**config.mk**
```make
export PLATFORM = sky130hd
export DESIGN_NAME = sd_spi_card_responder
export DESIGN_NICKNAME = d
export VERILOG_FILES = /design/src/rtl/sd_spi_card_responder.sv
export SDC_FILE = /design/constraint.sdc
export NUM_CORES = 1
export LEC_CHECK = 0
export BUFFER_PORTS_ARGS = -buffer_cell sky130_fd_sc_hd__buf_2
export CAP_MARGIN = 20
export CORE_UTILIZATION = 45
export CTS_CLUSTER_SIZE = 40
export DETAILED_ROUTE_END_ITERATION = 12
export HOLD_SLACK_MARGIN = 0.03
export PLACE_DENSITY_LB_ADDON = 0.25
export RECOVER_POWER = 50
export SLEW_MARGIN = 40
export SYNTH_ARGS = -nofsm -noshare
export SYNTH_HDL_FRONTEND = slang
export SYNTH_SLANG_ARGS = --single-unit
```
**constraint.sdc**
```tcl
create_clock -name clk -period 4.4 [get_ports clk]
set_input_delay 0 -clock clk [delete_from_list [all_inputs] [get_ports clk]]
set_output_delay 0 -clock clk [all_outputs]
set_load 0.05 [all_outputs]
```
**src/rtl/sd_spi_card_responder.sv**
```systemverilog
// SPI-mode SD card model: oversamples the SPI link in the clk domain, decodes 48-bit
// commands, answers R1/R3/R7 and serves CMD17 single-block reads with a counting pattern.
module sd_spi_card_responder #(
    parameter int          NCR_BYTES  = 1,
    parameter int          NAC_BYTES  = 4,
    parameter int          INIT_COUNT = 2,
    parameter logic [31:0] OCR_VALUE  = 32'hC0FF8000
) (
    input  logic        clk,
    input  logic        rst,
    input  logic        spi_cs,
    input  logic        spi_clk,
    input  logic        spi_mosi,
    output logic        spi_miso,
    output logic        cmd_valid,
    output logic [5:0]  cmd_index,
    output logic [31:0] cmd_arg,
    output logic        card_ready
);

    typedef enum logic [2:0] {
        S_IDLE, S_CMD, S_NCR, S_RESP, S_NAC, S_TOKEN, S_DATA, S_CRC
    } state_t;

    localparam logic [12:0] NCR_LAST = 13'(NCR_BYTES * 8 - 1);
    localparam logic [12:0] NAC_LAST = 13'(NAC_BYTES * 8 - 1);

    function automatic logic [15:0] crc16_step(input logic [15:0] crc, input logic din);
        logic fb;
        fb = crc[15] ^ din;
        return {crc[14:0], 1'b0} ^ (fb ? 16'h1021 : 16'h0000);
    endfunction

    logic [1:0]  cs_sync_q, sclk_sync_q, mosi_sync_q;
    logic        sclk_prev_q;
    logic        cs_s, mosi_s, sclk_rise, sclk_fall;

    state_t      state_q, state_d;
    logic [12:0] cnt_q, cnt_d;
    logic        prev_zero_q, prev_zero_d;
    logic        resp_long_q, resp_long_d;
    logic        rd_pend_q, rd_pend_d;
    logic        app_cmd_q, app_cmd_d;
    logic [7:0]  init_cnt_q, init_cnt_d;
    logic        ready_q, ready_d;
    logic [5:0]  idx_q, idx_d;
    logic [31:0] arg_q, arg_d;
    logic        valid_q, valid_d;
    logic        miso_q, miso_d;
    logic [37:0] shreg_q, shreg_d;
    logic [39:0] resp_q, resp_d;
    logic [15:0] crc_q, crc_d;

    logic        out_bit, ready_n, illegal, has_extra;
    logic [7:0]  acmd_cnt, data_byte;
    logic [31:0] extra;

    assign cs_s      = cs_sync_q[1];
    assign mosi_s    = mosi_sync_q[1];
    assign sclk_rise = sclk_sync_q[1] & ~sclk_prev_q;
    assign sclk_fall = ~sclk_sync_q[1] & sclk_prev_q;

    // Bit presented to the host for its next SCLK rising edge.
    always_comb begin
        data_byte = arg_q[7:0] + cnt_q[10:3];
        out_bit   = 1'b1;
        case (state_q)
            S_RESP:  out_bit = resp_q[39];
            S_TOKEN: out_bit = (cnt_q[2:0] != 3'd7);
            S_DATA:  out_bit = data_byte[3'd7 - cnt_q[2:0]];
            S_CRC:   out_bit = crc_q[15];
            default: out_bit = 1'b1;
        endcase
    end

    always_comb begin
        state_d     = state_q;
        cnt_d       = cnt_q;
        prev_zero_d = prev_zero_q;
        resp_long_d = resp_long_q;
        rd_pend_d   = rd_pend_q;
        app_cmd_d   = app_cmd_q;
        init_cnt_d  = init_cnt_q;
        ready_d     = ready_q;
        idx_d       = idx_q;
        arg_d       = arg_q;
        valid_d     = 1'b0;
        miso_d      = miso_q;
        shreg_d     = shreg_q;
        resp_d      = resp_q;
        crc_d       = crc_q;
        acmd_cnt    = init_cnt_q + 8'd1;
        ready_n     = ready_q;
        illegal     = 1'b0;
        has_extra   = 1'b0;
        extra       = 32'h0;

        if (cs_s) begin
            state_d     = S_IDLE;
            cnt_d       = '0;
            prev_zero_d = 1'b0;
            miso_d      = 1'b1;
        end else begin
            if (sclk_rise) begin
                cnt_d = cnt_q + 13'd1;
                case (state_q)
                    S_IDLE: begin
                        cnt_d       = '0;
                        prev_zero_d = ~mosi_s;
                        if (prev_zero_q && mosi_s) begin
                            state_d     = S_CMD;
                            cnt_d       = 13'd2;
                            prev_zero_d = 1'b0;
                        end
                    end
                    S_CMD: begin
                        // Only index and argument are kept; CRC7 and stop bit are clocked past.
                        if (cnt_q <= 13'd39) shreg_d = {shreg_q[36:0], mosi_s};
                        if (cnt_q == 13'd47) begin
                            idx_d     = shreg_q[37:32];
                            arg_d     = shreg_q[31:0];
                            valid_d   = 1'b1;
                            app_cmd_d = 1'b0;
                            rd_pend_d = 1'b0;
                            state_d   = S_NCR;
                            cnt_d     = '0;
                            case (shreg_q[37:32])
                                6'd0: begin
                                    init_cnt_d = '0;
                                    ready_n    = 1'b0;
                                end
                                6'd8: begin
                                    has_extra = 1'b1;
                                    extra     = {20'h0, shreg_q[11:0]};
                                end
                                6'd16: ;
                                6'd17: begin
                                    if (ready_q) rd_pend_d = 1'b1;
                                    else         illegal   = 1'b1;
                                end
                                6'd41: begin
                                    if (app_cmd_q) begin
                                        init_cnt_d = acmd_cnt;
                                        if (acmd_cnt == 8'(INIT_COUNT)) ready_n = 1'b1;
                                    end else begin
                                        illegal = 1'b1;
                                    end
                                end
                                6'd55: app_cmd_d = 1'b1;
                                6'd58: begin
                                    has_extra = 1'b1;
                                    extra     = OCR_VALUE;
                                end
                                default: illegal = 1'b1;
                            endcase
                            ready_d     = ready_n;
                            resp_d      = {5'b0, illegal, 1'b0, ~ready_n, extra};
                            resp_long_d = has_extra;
                        end
                    end
                    S_NCR: begin
                        if (cnt_q == NCR_LAST) begin
                            state_d = S_RESP;
                            cnt_d   = '0;
                        end
                    end
                    S_RESP: begin
                        resp_d = {resp_q[38:0], 1'b0};
                        if (cnt_q == (resp_long_q ? 13'd39 : 13'd7)) begin
                            state_d = rd_pend_q ? S_NAC : S_IDLE;
                            cnt_d   = '0;
                        end
                    end
                    S_NAC: begin
                        if (cnt_q == NAC_LAST) begin
                            state_d = S_TOKEN;
                            cnt_d   = '0;
                        end
                    end
                    S_TOKEN: begin
                        if (cnt_q == 13'd7) begin
                            state_d = S_DATA;
                            cnt_d   = '0;
                            crc_d   = 16'h0000;
                        end
                    end
                    S_DATA: begin
                        crc_d = crc16_step(crc_q, out_bit);
                        if (cnt_q == 13'd4095) begin
                            state_d = S_CRC;
                            cnt_d   = '0;
                        end
                    end
                    S_CRC: begin
                        crc_d = {crc_q[14:0], 1'b0};
                        if (cnt_q == 13'd15) begin
                            state_d = S_IDLE;
                            cnt_d   = '0;
                        end
                    end
                    default: state_d = S_IDLE;
                endcase
            end
            if (sclk_fall) miso_d = out_bit;
        end
    end

    always_ff @(posedge clk or posedge rst) begin
        if (rst) begin
            cs_sync_q   <= 2'b11;
            sclk_sync_q <= 2'b00;
            mosi_sync_q <= 2'b11;
            sclk_prev_q <= 1'b0;
            state_q     <= S_IDLE;
            cnt_q       <= '0;
            prev_zero_q <= 1'b0;
            resp_long_q <= 1'b0;
            rd_pend_q   <= 1'b0;
            app_cmd_q   <= 1'b0;
            init_cnt_q  <= '0;
            ready_q     <= 1'b0;
            idx_q       <= '0;
            arg_q       <= '0;
            valid_q     <= 1'b0;
            miso_q      <= 1'b1;
        end else begin
            cs_sync_q   <= {cs_sync_q[0], spi_cs};
            sclk_sync_q <= {sclk_sync_q[0], spi_clk};
            mosi_sync_q <= {mosi_sync_q[0], spi_mosi};
            sclk_prev_q <= sclk_sync_q[1];
            state_q     <= state_d;
            cnt_q       <= cnt_d;
            prev_zero_q <= prev_zero_d;
            resp_long_q <= resp_long_d;
            rd_pend_q   <= rd_pend_d;
            app_cmd_q   <= app_cmd_d;
            init_cnt_q  <= init_cnt_d;
            ready_q     <= ready_d;
            idx_q       <= idx_d;
            arg_q       <= arg_d;
            valid_q     <= valid_d;
            miso_q      <= miso_d;
        end
    end

    // Shift registers are always reloaded before use, so they carry no reset.
    always_ff @(posedge clk) begin
        shreg_q <= shreg_d;
        resp_q  <= resp_d;
        crc_q   <= crc_d;
    end

    assign spi_miso   = miso_q;
    assign cmd_valid  = valid_q;
    assign cmd_index  = idx_q;
    assign cmd_arg    = arg_q;
    assign card_ready = ready_q;

endmodule

```
* Word-level counts from Yosys, hierarchy flattened *
Cells that the tools add are included.

word-level totals
  output and inout port bits = 41
  register bits after elaboration = 170
  word-level logic and storage cells = 143
  input port bits = 5

operators by class
  $add $sub $neg = 4
  magnitude comparators = 2
  multiplexer cells = 58
  equal/unequal tests = 32
  reduce and logical (&&, ||, !) cells = 19
  bitwise logic cells = 9

operator list
  operator                                               number
  2-to-1 mux 13 bit                                      9
  case mux 13 bit (7 select lines)                       1
  case mux 40 bit (2 select lines)                       1
  case mux 32 bit (2 select lines)                       1
  case mux 16 bit (3 select lines)                       1
  2-to-1 mux 40 bit                                      1
  2-to-1 mux 3 bit                                       11
  inequality test 3 bit (second input constant)          9
  case mux 3 bit (8 select lines)                        1
  2-to-1 mux 1 bit                                       23
  == test 6 bit (second input constant)                  3
  2-to-1 mux 16 bit                                      1
  case mux 8 bit (2 select lines)                        1
  AND reduction 4 bit                                    4
  bitwise XOR 16 x 13 -> 16 bit                          1
  adder 13 x 1 -> 13 bit (second input constant)         1
  == test 13 x 12 -> 1 bit (second input constant)       1
  == test 13 x 3 -> 1 bit (second input constant)        1
  == test 13 x 4 -> 1 bit (second input constant)        1
  == test 13 x 5 -> 1 bit (second input constant)        1
  == test 13 x 6 -> 1 bit                                1
  == test 13 x 6 -> 1 bit (second input constant)        1
  <= comparator 13 x 6 -> 1 bit (second input constant)  1
  == test 3 bit (second input constant)                  4
  other kinds (30)                                       44

* Longest topological paths before layout *
  word-level depth = 12
  mapped depth = 10
  mapped depth without buffers = 9

* Worst setup path before layout *
OpenSTA, ideal clock, no wires.

  kind = register to register
  start point = reg state_q[1]
  end point = reg resp_q[0], enable pin
  period minus slack after synthesis = 4.193 ns
  setup time = 0.493 ns
  slack = 0.207 ns
  cell stages (with the launch flop) = 5
  buffers on the path = 2
  data required time = 3.907 ns
  arrival time = 3.701 ns
  path through = dfrtp_1 -> buf_2 -> clkbuf_1 -> nand2_1 -> o21ai_0

between the ends
  longest elaborated chain between the ends = 3
  elaborated cells on any way between the ends = 5
  classes of those cells = eq/ne (3); reduce/logical (2)

ends and longest elaborated chain
  item                                                                   RTL line  RTL
  start, declared                                                        38        state_t state_q, state_d;
  start signal, assigned                                                 231       state_q <= state_d;
  == test 3 x 1 -> 1 bit or == test 3 x 2 -> 1 bit (tied branches)       106       case (state_q)
  inequality test 2 bit (no line) or nonzero test 2 bit (tied branches)  --
  AND reduction 4 bit (no line) *                                        --
  end signal, assigned                                                   249       resp_q <= resp_d;
  end, declared                                                          51        logic [39:0] resp_q, resp_d;

Mark *: on every way between the ends. The rest lies on a longest branch, timed or not.
A chain may end at the register's enable or synchronous reset.

* Worst setup path after layout *
  start point = reg state_q[0]
  end point = reg arg_q[26], in the netlist cmd_arg[26]

between the ends
  longest elaborated chain between the ends = 2

ends and longest elaborated chain
  item                           RTL line  RTL
  == test 3 x 1 -> 1 bit         106
  AND reduction 4 bit (no line)  --
  end signal, assigned           240       arg_q <= arg_d;
  end, declared                  47        logic [31:0] arg_q, arg_d;

No other way between the ends.

==> metrics.txt <==
DP Wirelength=between 10,000 and 15,000 um; Tmin final=around 3.4 ns; Mapped Avg Cell Area=11.7 um2; R2R depth=9; Logic pwr share=0.012; antenna-violating nets left=0; Slew Limit Fails=0; placer congestion estimate=just over 0.8; DR iter-0 viols=approximately 400; drt drc=0; total clock sinks=between 150 and 200; Critical Path End Type=register; router iterations before antenna repair=4; largest fanout on the critical path=30; core area=16,100 um2; CTS Root Cell=clkbuf_16; io pins=46; Num CTS Buffers=17; Global Route met3 Usage=0.0444; Post-CTS Resized=0; slew margin rel.=0.153; n_diodes=0; Slowest-stage cell, CP=dfrtp_1; Startpoint Class=register; critical path's largest stage delay=between 0.6 and 0.7 ns; HP Class=in2reg; drt wl/cell=16.5 um; Fin. Hold Viols=0; internal power=~0.0024 W; total die area=17,100 um2; vias in the first global route=between 4,000 and 5,000; chip width=about 130 um; H-tree depth=4; initial antenna violation count=0; Final Instance Area=about 8500 um2; global-route track usage on met1=0.264; Switching Share=0.225; Hold Path Depth=2; Clk network pwr share=0.452; number of setup violations in the final report=0; Yosys warning count=0; Synth-to-Final Area Change=13.7%; post-synthesis cell area=approximately 7500 um2; VDD IR-drop max=between 300 and 400 uV; Via density=roughly 5.5; P_leak=approximately 3.6 nW; setup TNS=0 ns; Port Buffers=45; first-pass GRT wire length=roughly 25,000 um; crit share post-route=0.781; Worst-Margin Slew=1.27 ns; register bit total from synthesis=170; dpl cell area=~8000 um2; worst skew pair latency=0.43 ns; top achievable clock speed=0.291 GHz; gr ovfl total=0; Flop pwr share=0.536; EDFF count, synth=between 90 and 100; crit path cell chain=nor2b_1, clkbuf_1, or4b_4, nand3b_4, buf_4, inv_1, buf_4, nand2_1, nand2_1; CTS max path bufs=2; Main synth FF type=edfxtp_1; Crit Path Class=reg2reg; RSZ-0062 raised after global routing=false; WP data arrival=about 3.8 ns; die height=roughly 130 um; pin count of the biggest net entering global routing=50; synth unique cells=66; CTS tree=yes; Post-synth ARST share=0.447; Via Count=5,060; layout cell share with drive strength beyond 1=0.111; Final Net Count=700; number of max-cap violations=0; met2 Usage GRT=0.296; clock skew=between 0.01 and 0.015 ns; sw power=0.000706 W; Mapped Cells=636; status=complete, no violations; initial core utilization=0.465; Clock Pin Slew Worst Setup and Hold Paths=0.07 ns; postcts setup bufs=0; gr busiest metal=met2; Mapped Nets=653; CP required=about 4.8 ns; DRT Wirelength=15,100 um; gr usage total=0.192; Pwr Density=between 300 and 400 nW/um2; row cnt=46; fillers=1,394; register area share after synthesis=0.634
[placed cells by master, fill, tap and decap left out, types with 14 or more instances in the layout]
cell type	count
o21ai_0	23
edfxtp_1	94
nand3_1	16
a21o_1	14
and3_1	38
nand2b_1	17
clkbuf_16	17
nor2_1	27
nand2_1	127
dfrtp_1	71
clkbuf_1	44
a21oi_1	22
[logic make-up after synthesis]
logic type	synth area share
simple gates	0.190
flops	0.634
compound gates	0.103
buf+inv	0.0189
mux	0.0243
fa+ha+maj	0.0211
xor+xnor	0.00821
[synthesized netlist by cell type, types with 5 or more instances]
cell      count  area share
nand2_1     127       0.064
edfxtp_1     94        0.38
dfrtp_1      71        0.24
and3_1       38       0.032
nor2_1       28       0.014
o21ai_0      24       0.016
a21oi_1      23       0.015
clkbuf_1     23       0.012
nand2b_1     17       0.014
nand3_1      16       0.011
a21o_1       14       0.014
a22o_1       13       0.015
a31oi_1      11      0.0092
ha_1         11       0.018
mux2_2        9       0.014
mux2i_1       8       0.011
buf_2         7      0.0047
nor3_1        7      0.0047
or2_2         7      0.0059
and2_1        6      0.0050
dfstp_2       5       0.018
nand3b_1      5      0.0050
or3_1         5      0.0042
xnor2_1       5      0.0059
[worst max-delay path: cells and delay by family (launching register included)]
kind	cells	cell delay, ns
buffers and inverters	4	1.44
and+or+nand+nor	5	1.28
DFF	1	0.64
[power groups by stage]
stage / Clock (W) / Combinational [W] / Sequential, W
2_1_floorplan: 0 / 0.0000236 / 0.00171
3_3_place_gp: 0 / 0.0000365 / 0.00172
3_5_place_dp: 0 / 0.0000376 / 0.00172
4_1_cts: 0.00145 / 0.0000409 / 0.00168
5_1_grt: 0.00151 / 0.0000451 / 0.00168
6_report: 0.00142 / 0.0000383 / 0.00168
[metrics by stage]
stage               std cells  hold WS (ns)  setup WS, ns  power (W)  utilization
global placement          876        0.0300          1.40    0.00175        0.494
floorplan                 636       0.00448         0.207    0.00174            -
finish                    912         0.219         0.964    0.00314        0.529
detailed placement        876        0.0379          1.31    0.00175        0.494
global route              912         0.229         0.652    0.00324        0.529
CTS                       912         0.132          1.28    0.00317        0.532
[flip-flops by register name (all words and copies together) (netlist names), 2 cells and up]
| signal | count |
|---|---|
| cmd_arg | 32 |
| shreg_q | 38 |
| crc_q | 16 |
| cnt_q | 13 |
| init_cnt_q | 8 |
| sclk_sync_q | 2 |
| resp_q | 40 |
| mosi_sync_q | 2 |
| cmd_index | 6 |
| state_q | 3 |
| cs_sync_q | 2 |
[layer usage]
layer | vias to the layer above | share of wire
met5 | - | 0
met4 | 0 | 0.016
met3 | 19 | 0.039
met2 | 122 | 0.47
met1 | 2520 | 0.47
li1 | 2399 | -
[final cells by class]
| cell class | instances | area (um2) | area share |
|---|---|---|---|
| clock buffers | 18 | 429 | 0.0506 |
| clock inverters | 14 | 138 | 0.0162 |
| inverters | 4 | 16.3 | 0.00192 |
| multi-input cells | 431 | 2620 | 0.309 |
| flip-flops and latches | 170 | 4730 | 0.557 |
| well taps | 216 | 270 | 0.0318 |
| repair buffers | 59 | 282 | 0.0332 |
[what timing repair did]
item	in CTS	in global routing
setup endpoints to repair	0	0
hold endpoints to repair	30	0
hold buffers	4	0
[worst paths after layout]
kind / startpoint / to / slack (ns)
max: state_q[0] / cmd_arg[26] / 0.96
min: spi_mosi / mosi_sync_q[0] / 0.22
max reg2reg: state_q[0] / cmd_arg[26] / 0.96
min reg2reg: sclk_sync_q[0] / sclk_sync_q[1] / 0.35
max in group asynchronous: rst / cmd_arg[4] / 2.25
min in group asynchronous: rst / cnt_q[12] / 0.34
Note: power is estimated with default switching activity, not from simulation.
